**src/rtl/sigma_delta_decimator.sv**
```systemverilog
// Two-stage CIC (sinc^2) decimator for a sigma-delta code stream.
// Integrators run on en strobes; the comb pair runs once per frame, one edge after the frame closes.
module sigma_delta_decimator #(
    parameter  int IN_WIDTH  = 1,
    parameter  int LOG2_RATE = 2,
    localparam int EXT_WIDTH = (IN_WIDTH > 2) ? IN_WIDTH : 2,
    localparam int OUT_WIDTH = EXT_WIDTH + 2 * LOG2_RATE
) (
    input  logic                        clk,
    input  logic                        rst,
    input  logic                        en,
    input  logic [IN_WIDTH-1:0]         sdIn,
    output logic signed [OUT_WIDTH-1:0] dataOut,
    output logic                        dataValid
);

    logic signed [OUT_WIDTH-1:0] w_x;
    logic signed [OUT_WIDTH-1:0] w_c1;
    logic signed [OUT_WIDTH-1:0] w_c2;
    logic                        w_frame_end;

    logic signed [OUT_WIDTH-1:0] r_i1;
    logic signed [OUT_WIDTH-1:0] r_i2;
    logic signed [OUT_WIDTH-1:0] r_i2d;
    logic signed [OUT_WIDTH-1:0] r_c1d;
    logic [LOG2_RATE-1:0]        r_phase;
    logic                        r_pending;
    logic signed [OUT_WIDTH-1:0] r_data_out;
    logic                        r_data_valid;

    // A single-bit code is bipolar (+1/-1); wider codes are already two's complement.
    generate
        if (IN_WIDTH == 1) begin : g_bipolar
            assign w_x = sdIn[0] ? OUT_WIDTH'(1) : '1;
        end else begin : g_multibit
            assign w_x = OUT_WIDTH'(signed'(sdIn));
        end
    endgenerate

    assign w_frame_end = en && (&r_phase);

    // Wrap-around in the integrators is harmless: the comb differences
    // recover the exact result modulo 2^OUT_WIDTH, which is wide enough.
    assign w_c1 = r_i2 - r_i2d;
    assign w_c2 = w_c1 - r_c1d;

    always_ff @(posedge clk) begin
        if (rst) begin
            r_i1         <= '0;
            r_i2         <= '0;
            r_i2d        <= '0;
            r_c1d        <= '0;
            r_phase      <= '0;
            r_pending    <= 1'b0;
            r_data_out   <= '0;
            r_data_valid <= 1'b0;
        end else begin
            if (en) begin
                r_i1    <= r_i1 + w_x;
                r_i2    <= r_i2 + r_i1;
                r_phase <= r_phase + LOG2_RATE'(1);
            end
            // With R >= 2 a new frame can never close on the servicing edge.
            r_pending <= w_frame_end;
            if (r_pending) begin
                r_i2d      <= r_i2;
                r_c1d      <= w_c1;
                r_data_out <= w_c2;
            end
            r_data_valid <= r_pending;
        end
    end

    assign dataOut   = r_data_out;
    assign dataValid = r_data_valid;

endmodule

```
**config.mk**
```make
export PLATFORM = sky130hd
export DESIGN_NAME = sigma_delta_decimator
export DESIGN_NICKNAME = d
export VERILOG_FILES = /design/src/rtl/sigma_delta_decimator.sv
export SDC_FILE = /design/constraint.sdc
export NUM_CORES = 1
export LEC_CHECK = 0
export CORE_MARGIN = 5
export CORE_UTILIZATION = 35
export DETAILED_ROUTE_END_ITERATION = 10
export SETUP_SLACK_MARGIN = 0.1
export SYNTH_ARGS = -nofsm -noshare
export SYNTH_HDL_FRONTEND = slang
export SYNTH_SLANG_ARGS = --single-unit
```
**constraint.sdc**
```tcl
create_clock -name clk -period 3.7 [get_ports clk]
set_input_delay 0.74 -clock clk [delete_from_list [all_inputs] [get_ports clk]]
set_output_delay 0.74 -clock clk [all_outputs]
set_load 0.05 [all_outputs]
```
==> run_results.csv, run 1 <==
group,metric,value,unit
grt,antenna_found_initial,0,
synth,combinational_family_with_the_most_area_after_synthesis,"simple AND/OR/NAND/NOR gates",
setup_path,setup.worst_path.class,"flop to flop",
power_and_ir_drop,worst_ir_drop_vdd,0.141,mV
placed_design,dp_slack,0.783,ns
grt,first_pass_grt_wire_length,6.25,mm
setup_path,critPathMaxFanout,4,
clock_network,cts_max_level,2,
setup_path,critical_path_arrival,3.09,ns
placed_design,globalplace.congestion,0.718,
synth,synth_edf_count,0,
setup_path,crit_chain,"inv_1 -> ha_1 -> inv_1 -> fa_1 -> a21o_1 -> a21oi_1 -> xnor2_1 -> ha_1 -> or3b_1 -> nand3_1 -> a211oi_1 -> or3_1 -> a31o_1",
synth,synth-warning-count,0,
setup_path,crit_required,3.88,ns
routing,via_count,1530,
flow_run,cap_viol_max_count,0,
synth,synth_cell_type_count,37,
timing,timing.final.hold_violations,0,
synth,synthesis.area,2030,µm²
clock_network,root_buffer,"sky130_fd_sc_hd__clkbuf_8",
timing,totalNegativeSetupSlack,0,ns
synth,synth-compound-area-share,13.5,%
final_layout,final_util,41.2,%
hold_path,worstHoldPathType,"flop to flop",
clock_network,postCtsSetupRepairBufs,0,
setup_path,critPathSlowestCell,"sky130_fd_sc_hd__fa_1",
timing,setup_ws,0.793,ns
routing,detail_route.wirelength,3.54,mm
synth,yosys_register_bits,34,
timing,fmaxAchievable,344,MHz
clock_network,insertion_delay,0.29,ns
synth,post_synth_fa_ha_maj_area_fraction,16.3,%
clock_network,cts_hold_buffers_added,0,
final_layout,antenna_cells_inserted,0,
routing,route.detailed.vias_per_inst,4.95,
grt,global_route.overflow_total,0,
synth,nets_in_the_synthesized_netlist,252,
routing,drt-initial-drc-count,32,
synth,postSynth.asyncResetShare,0,%
setup_path,timing.critical_path.from_type,"flop",
timing,timing_max_transition_violations_final,0,
timing,min_period,2.91,ns
timing,fin_crit_sh,78.6,%
run_status,status,"finished, final reports clean",
synth,multiplexer_area_fraction_after_synthesis,10.0,%
timing,max_slew.worst_pin.slew,0.824,ns
hold_path,worst_hold_startpoint,"r_c1d[2]",
synth,commonest_register_cell_after_synthesis,"sky130_fd_sc_hd__dfxtp_1",
timing,fin_worst_skew,0.00425,ns
timing,rsz0062_at_grt,"no",
final_layout,fin_area,2300,µm²
grt,grt_pass1_vias,1478,
floorplan,site_row_count,27,
timing,timing.max_slew.rel_slack,44.9,%
synth,post_synth.cell_area_avg,9.05,µm²
setup_path,r2r_setup_slack,0.79,ns
placed_design,numPortBuffers,10,
synth,yosys.area_share.simple,16.5,%
setup_path,timing.critical_path.max_delay_family,"adder cells",
setup_path,r2r_start,"r_i2[0]",
setup_path,crit_start,"r_i2[0]",
final_layout,ratio_of_cells_with_drive_above_1_in_the_final_layout,5.06,%
synth,synth_seq_area_share,33.6,%
routing,remaining_drc_errors,0,
placed_design,dpl.hpwl,2.64,mm
floorplan,fp.coreArea,5570,µm²
synth,synth_xor_xnor_area_share,5.19,%
final_layout,layout-area-overhead-vs-synth,13.4,%
grt,grtUsageTotal,10.6,%
routing,wire_per_inst,11.5,µm
setup_path,cp_num_buf_inv,2,
clock_network,clock_transition_at_the_register_clock_pins_on_the_worst_setup_and_hold_paths_after_cts,0.07,ns
routing,detailedRoute.firstPassIterationCount,3,
clock_network,tritoncts,"done",
clock_network,cts_buffer_count,5,
floorplan,die_height,86.1,µm
power_and_ir_drop,power_dens_cells,430,nW/µm²
clock_network,clock_sink_count,34,
floorplan,die_width,86.1,µm
grt,grt_max_degree,23,
floorplan,die_footprint,7410,µm²
final_layout,nFillCells,561,
timing,report.final.setup_viol,0,
clock_network,post_cts_resize_count,0,
final_layout,count_of_nets_after_finishing,264,
placed_design,placed_cell_area,2210,µm²
routing,drt.antenna.violating_nets,0,
floorplan,boundaryPins,11,
floorplan,initial_core_utilization,36.4,%
power_and_ir_drop,p_leak,0.894,nW
clock_network,ctsLongestPathBuffers,2,
synth,syn_inst,224,
setup_path,worstSetupEndpointType,"flop",
setup_path,critical-path-max-stage-delay,0.39,ns
[logic make-up after synthesis]
| group | count (synthesis) |
|---|---|
| XOR/XNOR | 12 |
| adder cells (fa/ha/maj) | 24 |
| flip-flops | 34 |
| AO/OA/AOI/OAI | 40 |
| buffers and inverters | 26 |
| AND/OR/NAND/NOR | 68 |
| multiplexers | 20 |
[registers in the layout, indices dropped and copies added, names as in the netlist]
signal	count
r_i2d	6
r_phase	2
dataOut	6
r_pending	1
r_i2	6
r_i1	6
dataValid	1
r_c1d	6
[final cells by class]
type                       count  area (µm²)  share of cell area, %
inverter                      18        67.6                   2.94
clock buffer                   7        86.3                   3.76
tap                           72        90.1                   3.92
multi-input combinational    164        1250                   54.2
timing repair buffer          13         123                   5.33
sequential                    34         681                   29.6
clock inverter                 1        5.00                  0.218
[power breakdown]
group          internal, W  switching (W)  leakage [nW]  total [W]
Sequential        0.000389      0.0000257         0.276   0.000415
Clock             0.000150       0.000135        0.0482   0.000285
Combinational     0.000144       0.000145         0.569   0.000288
Total             0.000683       0.000305         0.894   0.000988
[Yosys cell counts (3+ instances only)]
cell	n	share of area, %
sky130_fd_sc_hd__mux2i_1	18	8.9
sky130_fd_sc_hd__clkbuf_1	5	0.93
sky130_fd_sc_hd__nor2_1	31	5.7
sky130_fd_sc_hd__inv_1	18	3.3
sky130_fd_sc_hd__dfxtp_1	34	34
sky130_fd_sc_hd__nand3_1	3	0.74
sky130_fd_sc_hd__a21o_1	5	1.9
sky130_fd_sc_hd__nor2b_1	8	2.5
sky130_fd_sc_hd__nor3_1	6	1.5
sky130_fd_sc_hd__fa_1	4	4.0
sky130_fd_sc_hd__nand2_1	5	0.93
sky130_fd_sc_hd__ha_1	20	12
sky130_fd_sc_hd__a211oi_1	7	2.6
sky130_fd_sc_hd__o21a_1	5	1.9
sky130_fd_sc_hd__or3_1	3	0.93
sky130_fd_sc_hd__o21ai_0	6	1.5
sky130_fd_sc_hd__xnor2_1	10	4.3
sky130_fd_sc_hd__nand2b_1	3	0.93
sky130_fd_sc_hd__a21oi_1	8	2.0
[per-stage QoR]
step           hold slack, ns  power (W)  cells
2_1_floorplan           0.445   0.000658    224
5_1_grt                 0.508    0.00106    309
4_1_cts                 0.482    0.00100    309
3_3_place_gp            0.458   0.000707    301
3_5_place_dp            0.471   0.000714    301
6_report                0.474   0.000988    309
[cells in the final DEF, fill, tap and decap left out, types with 3 or more instances in the layout]
| cell | n |
|---|---|
| sky130_fd_sc_hd__nor2_1 | 31 |
| sky130_fd_sc_hd__clkbuf_8 | 6 |
| sky130_fd_sc_hd__a21oi_1 | 8 |
| sky130_fd_sc_hd__o21a_1 | 5 |
| sky130_fd_sc_hd__fa_1 | 4 |
| sky130_fd_sc_hd__a21o_1 | 5 |
| sky130_fd_sc_hd__nor3_1 | 6 |
| sky130_fd_sc_hd__clkdlybuf4s50_1 | 10 |
| sky130_fd_sc_hd__nand2b_1 | 3 |
| sky130_fd_sc_hd__nand2_1 | 5 |
| sky130_fd_sc_hd__inv_1 | 18 |
| sky130_fd_sc_hd__dfxtp_1 | 34 |
| sky130_fd_sc_hd__a211oi_1 | 7 |
| sky130_fd_sc_hd__or3_1 | 3 |
| sky130_fd_sc_hd__buf_4 | 3 |
| sky130_fd_sc_hd__o21ai_0 | 6 |
| sky130_fd_sc_hd__mux2i_1 | 18 |
| sky130_fd_sc_hd__nand3_1 | 3 |
| sky130_fd_sc_hd__xnor2_1 | 10 |
| sky130_fd_sc_hd__nor2b_1 | 8 |
| sky130_fd_sc_hd__ha_1 | 20 |
[worst min-delay path, stage by stage (launching register included)]
cell,delay [ns]
sky130_fd_sc_hd__dfxtp_1,0.30
sky130_fd_sc_hd__inv_1,0.06
sky130_fd_sc_hd__a211oi_1,0.07
[routing by layer]
layer  part of all wire [%]  GRT usage [%]
met1                     47           11.3
met2                     47           19.1
met3                    3.6           3.17
met4                    1.9           4.75
met5                      0              0
[path summary, 6_finish.rpt]
path / cells after the start / end
hold reg to reg: 2 / r_c1d[2]
setup / recovery: 13 / dataOut[5]
setup reg to reg: 13 / dataOut[5]
hold / removal: 2 / r_c1d[2]
Note: power is estimated with default switching activity, not from simulation.
==> inputs of run 2 (changes only) <==
==> constraint.sdc (replaced) <==
create_clock -name clk -period 2.5 [get_ports clk]
set_input_delay 0.5 -clock clk [delete_from_list [all_inputs] [get_ports clk]]
set_output_delay 0.5 -clock clk [all_outputs]
set_load 0.05 [all_outputs]
==> run 2 against run 1 <==
The flow now finishes with violations (negative setup slack); design area increased by 12%; combinational power increased by 110%; critical path depth unchanged; wire length increased by 12%; maximum frequency increased by 5.2%; non-clock buffer count increased by 28; clock-buffer cell count decreased by 2; largest cell class unchanged; sequential power increased by 47%; final cell count increased by 8.7%; clock power increased by 36%; sequential cell count unchanged; worst setup slack got worse by 1.1 ns.
==> run_results.csv, run 2 (synthesis results as in run 1) <==
group,metric,value,unit
run_status,status,"finished with violations",
run_status,violations_in_the_final_reports,"negative setup slack",
routing,detailedRoute.firstPassIterationCount,4,
clock_network,ctsLongestPathBuffers,2,
final_layout,count_of_nets_after_finishing,292,
floorplan,fp.coreArea,5570,µm²
setup_path,critical_path_arrival,2.95,ns
setup_path,r2r_setup_slack,-0.26,ns
floorplan,die_height,86.1,µm
routing,remaining_drc_errors,0,
clock_network,cts_max_level,2,
setup_path,timing.critical_path.from_type,"flop",
placed_design,dpl.hpwl,2.93,mm
clock_network,cts_hold_buffers_added,0,
power_and_ir_drop,worst_ir_drop_vdd,0.242,mV
setup_path,crit_required,2.68,ns
floorplan,boundaryPins,11,
floorplan,initial_core_utilization,36.4,%
routing,detail_route.wirelength,3.96,mm
floorplan,die_width,86.1,µm
final_layout,ratio_of_cells_with_drive_above_1_in_the_final_layout,21.2,%
hold_path,worstHoldPathType,"flop to flop",
final_layout,layout.cells.non_filler,336,
power_and_ir_drop,p_leak,1.05,nW
clock_network,clock_sink_count,34,
placed_design,globalplace.congestion,0.716,
timing,min_period,2.76,ns
grt,grt_pass1_vias,1661,
grt,grt_max_degree,16,
grt,grtUsageTotal,11.7,%
final_layout,total_area_of_multi_input_combinational_cells,1310,µm²
timing,report.final.setup_viol,1,
timing,timing_max_transition_violations_final,0,
timing,timing.final.hold_violations,0,
timing,fmaxAchievable,362,MHz
final_layout,layout-area-overhead-vs-synth,27.0,%
clock_network,clock_transition_at_the_register_clock_pins_on_the_worst_setup_and_hold_paths_after_cts,0.07,ns
flow_run,cap_viol_max_count,0,
final_layout,nFillCells,544,
clock_network,tritoncts,"done",
setup_path,setup.worst_path.class,"flop to flop",
routing,drt.antenna.violating_nets,0,
grt,first_pass_grt_wire_length,6.94,mm
power_and_ir_drop,power_dens_cells,624,nW/µm²
final_layout,mostFrequentLayoutCells,"sky130_fd_sc_hd__nor2_1 (31), sky130_fd_sc_hd__dfxtp_1 (31), sky130_fd_sc_hd__buf_4 (29)",
timing,fin_worst_skew,0.00375,ns
routing,route.detailed.vias_per_inst,4.88,
timing,timing.max_slew.rel_slack,58.3,%
clock_network,root_buffer,"sky130_fd_sc_hd__clkbuf_8",
final_layout,area_of_all_sequential_standard_cells,684,µm²
grt,antenna_found_initial,0,
floorplan,die_footprint,7410,µm²
timing,setup_ws,-0.262,ns
timing,max_slew.worst_pin.slew,0.623,ns
timing,rsz0062_at_grt,"yes",
placed_design,dp_slack,-0.271,ns
timing,fin_crit_sh,110,%
grt,global_route.overflow_total,0,
routing,wire_per_inst,11.8,µm
final_layout,final_util,46.2,%
floorplan,site_row_count,27,
routing,via_count,1641,
final_layout,antenna_cells_inserted,0,
setup_path,critPathMaxFanout,4,
clock_network,insertion_delay,0.29,ns
power_and_ir_drop,total_power_consumption_of_the_routed_design,0.00161,W
setup_path,worstSetupEndpointType,"flop",
routing,drt-initial-drc-count,46,
placed_design,dpl.cell_count,322,
clock_network,cts_buffer_count,5,
placed_design,numPortBuffers,10,
[run 2: worst max-delay path, stage by stage, from the launching register on]
cell	delay (ns)
sky130_fd_sc_hd__dfxtp_2	0.32
sky130_fd_sc_hd__inv_2	0.06
sky130_fd_sc_hd__ha_4	0.13
sky130_fd_sc_hd__inv_2	0.03
sky130_fd_sc_hd__fa_2	0.35
sky130_fd_sc_hd__a21o_1	0.18
sky130_fd_sc_hd__a21oi_2	0.14
sky130_fd_sc_hd__xnor2_1	0.15
sky130_fd_sc_hd__ha_1	0.30
sky130_fd_sc_hd__or3b_4	0.40
sky130_fd_sc_hd__nand3_2	0.07
sky130_fd_sc_hd__a211oi_2	0.04
sky130_fd_sc_hd__or3_1	0.31
sky130_fd_sc_hd__a31o_1	0.18
[run 2: final timing paths]
kind,start,endpoint,cells past startpoint
worst max-delay path,r_i2[0],dataOut[5],13
worst min-delay path,r_c1d[2],r_c1d[2],2
worst max register to register,r_i2[0],dataOut[5],13
worst min register to register,r_c1d[2],r_c1d[2],2
[run 2: report_power, final]
part / switching, W / internal (W)
Clock: 0.000202 / 0.000187
Sequential: 0.0000329 / 0.000576
Combinational: 0.000276 / 0.000332
Total: 0.000511 / 0.00110
[run 2: repair_timing]
action	CTS	global route
resized for setup	13	7
endpoints found under the setup margin	3	3
cloned	0	0
pin swaps	7	8
buffers inserted	6	4
[run 2: through the flow]
step / cell area (µm²) / hold WS, ns / TNS (ns)
after detailed placement: 2370 / 0.475 / -0.305
after global placement: 2370 / 0.463 / -0.218
final: 2570 / 0.481 / -0.262
after CTS: 2530 / 0.485 / -0.267
after floorplan: 2030 / 0.445 / -0.173
after global routing: 2570 / 0.508 / -0.376
[run 2: area by class of cell]
| type | count | share of cell area [%] |
|---|---|---|
| multi-input cells | 164 | 51.0 |
| flip-flops and latches | 34 | 26.6 |
| repair buffers | 41 | 13.2 |
| well taps | 72 | 3.50 |
| clock buffers | 5 | 2.67 |
| inverters | 18 | 2.62 |
| clock inverters | 2 | 0.389 |
[run 2: per-layer routing]
| metal | part of all wire (%) | global-route usage (%) | up-vias | wire length [µm] |
|---|---|---|---|---|
| met3 | 3.1 | 4.03 | 7 | 122 |
| met4 | 1.6 | 3.45 | 0 | 64 |
| met2 | 51 | 21.9 | 17 | 2010 |
| met5 | 0 | 0 | - | 0 |
| met1 | 45 | 12.1 | 758 | 1760 |
| li1 | - | - | 859 | - |
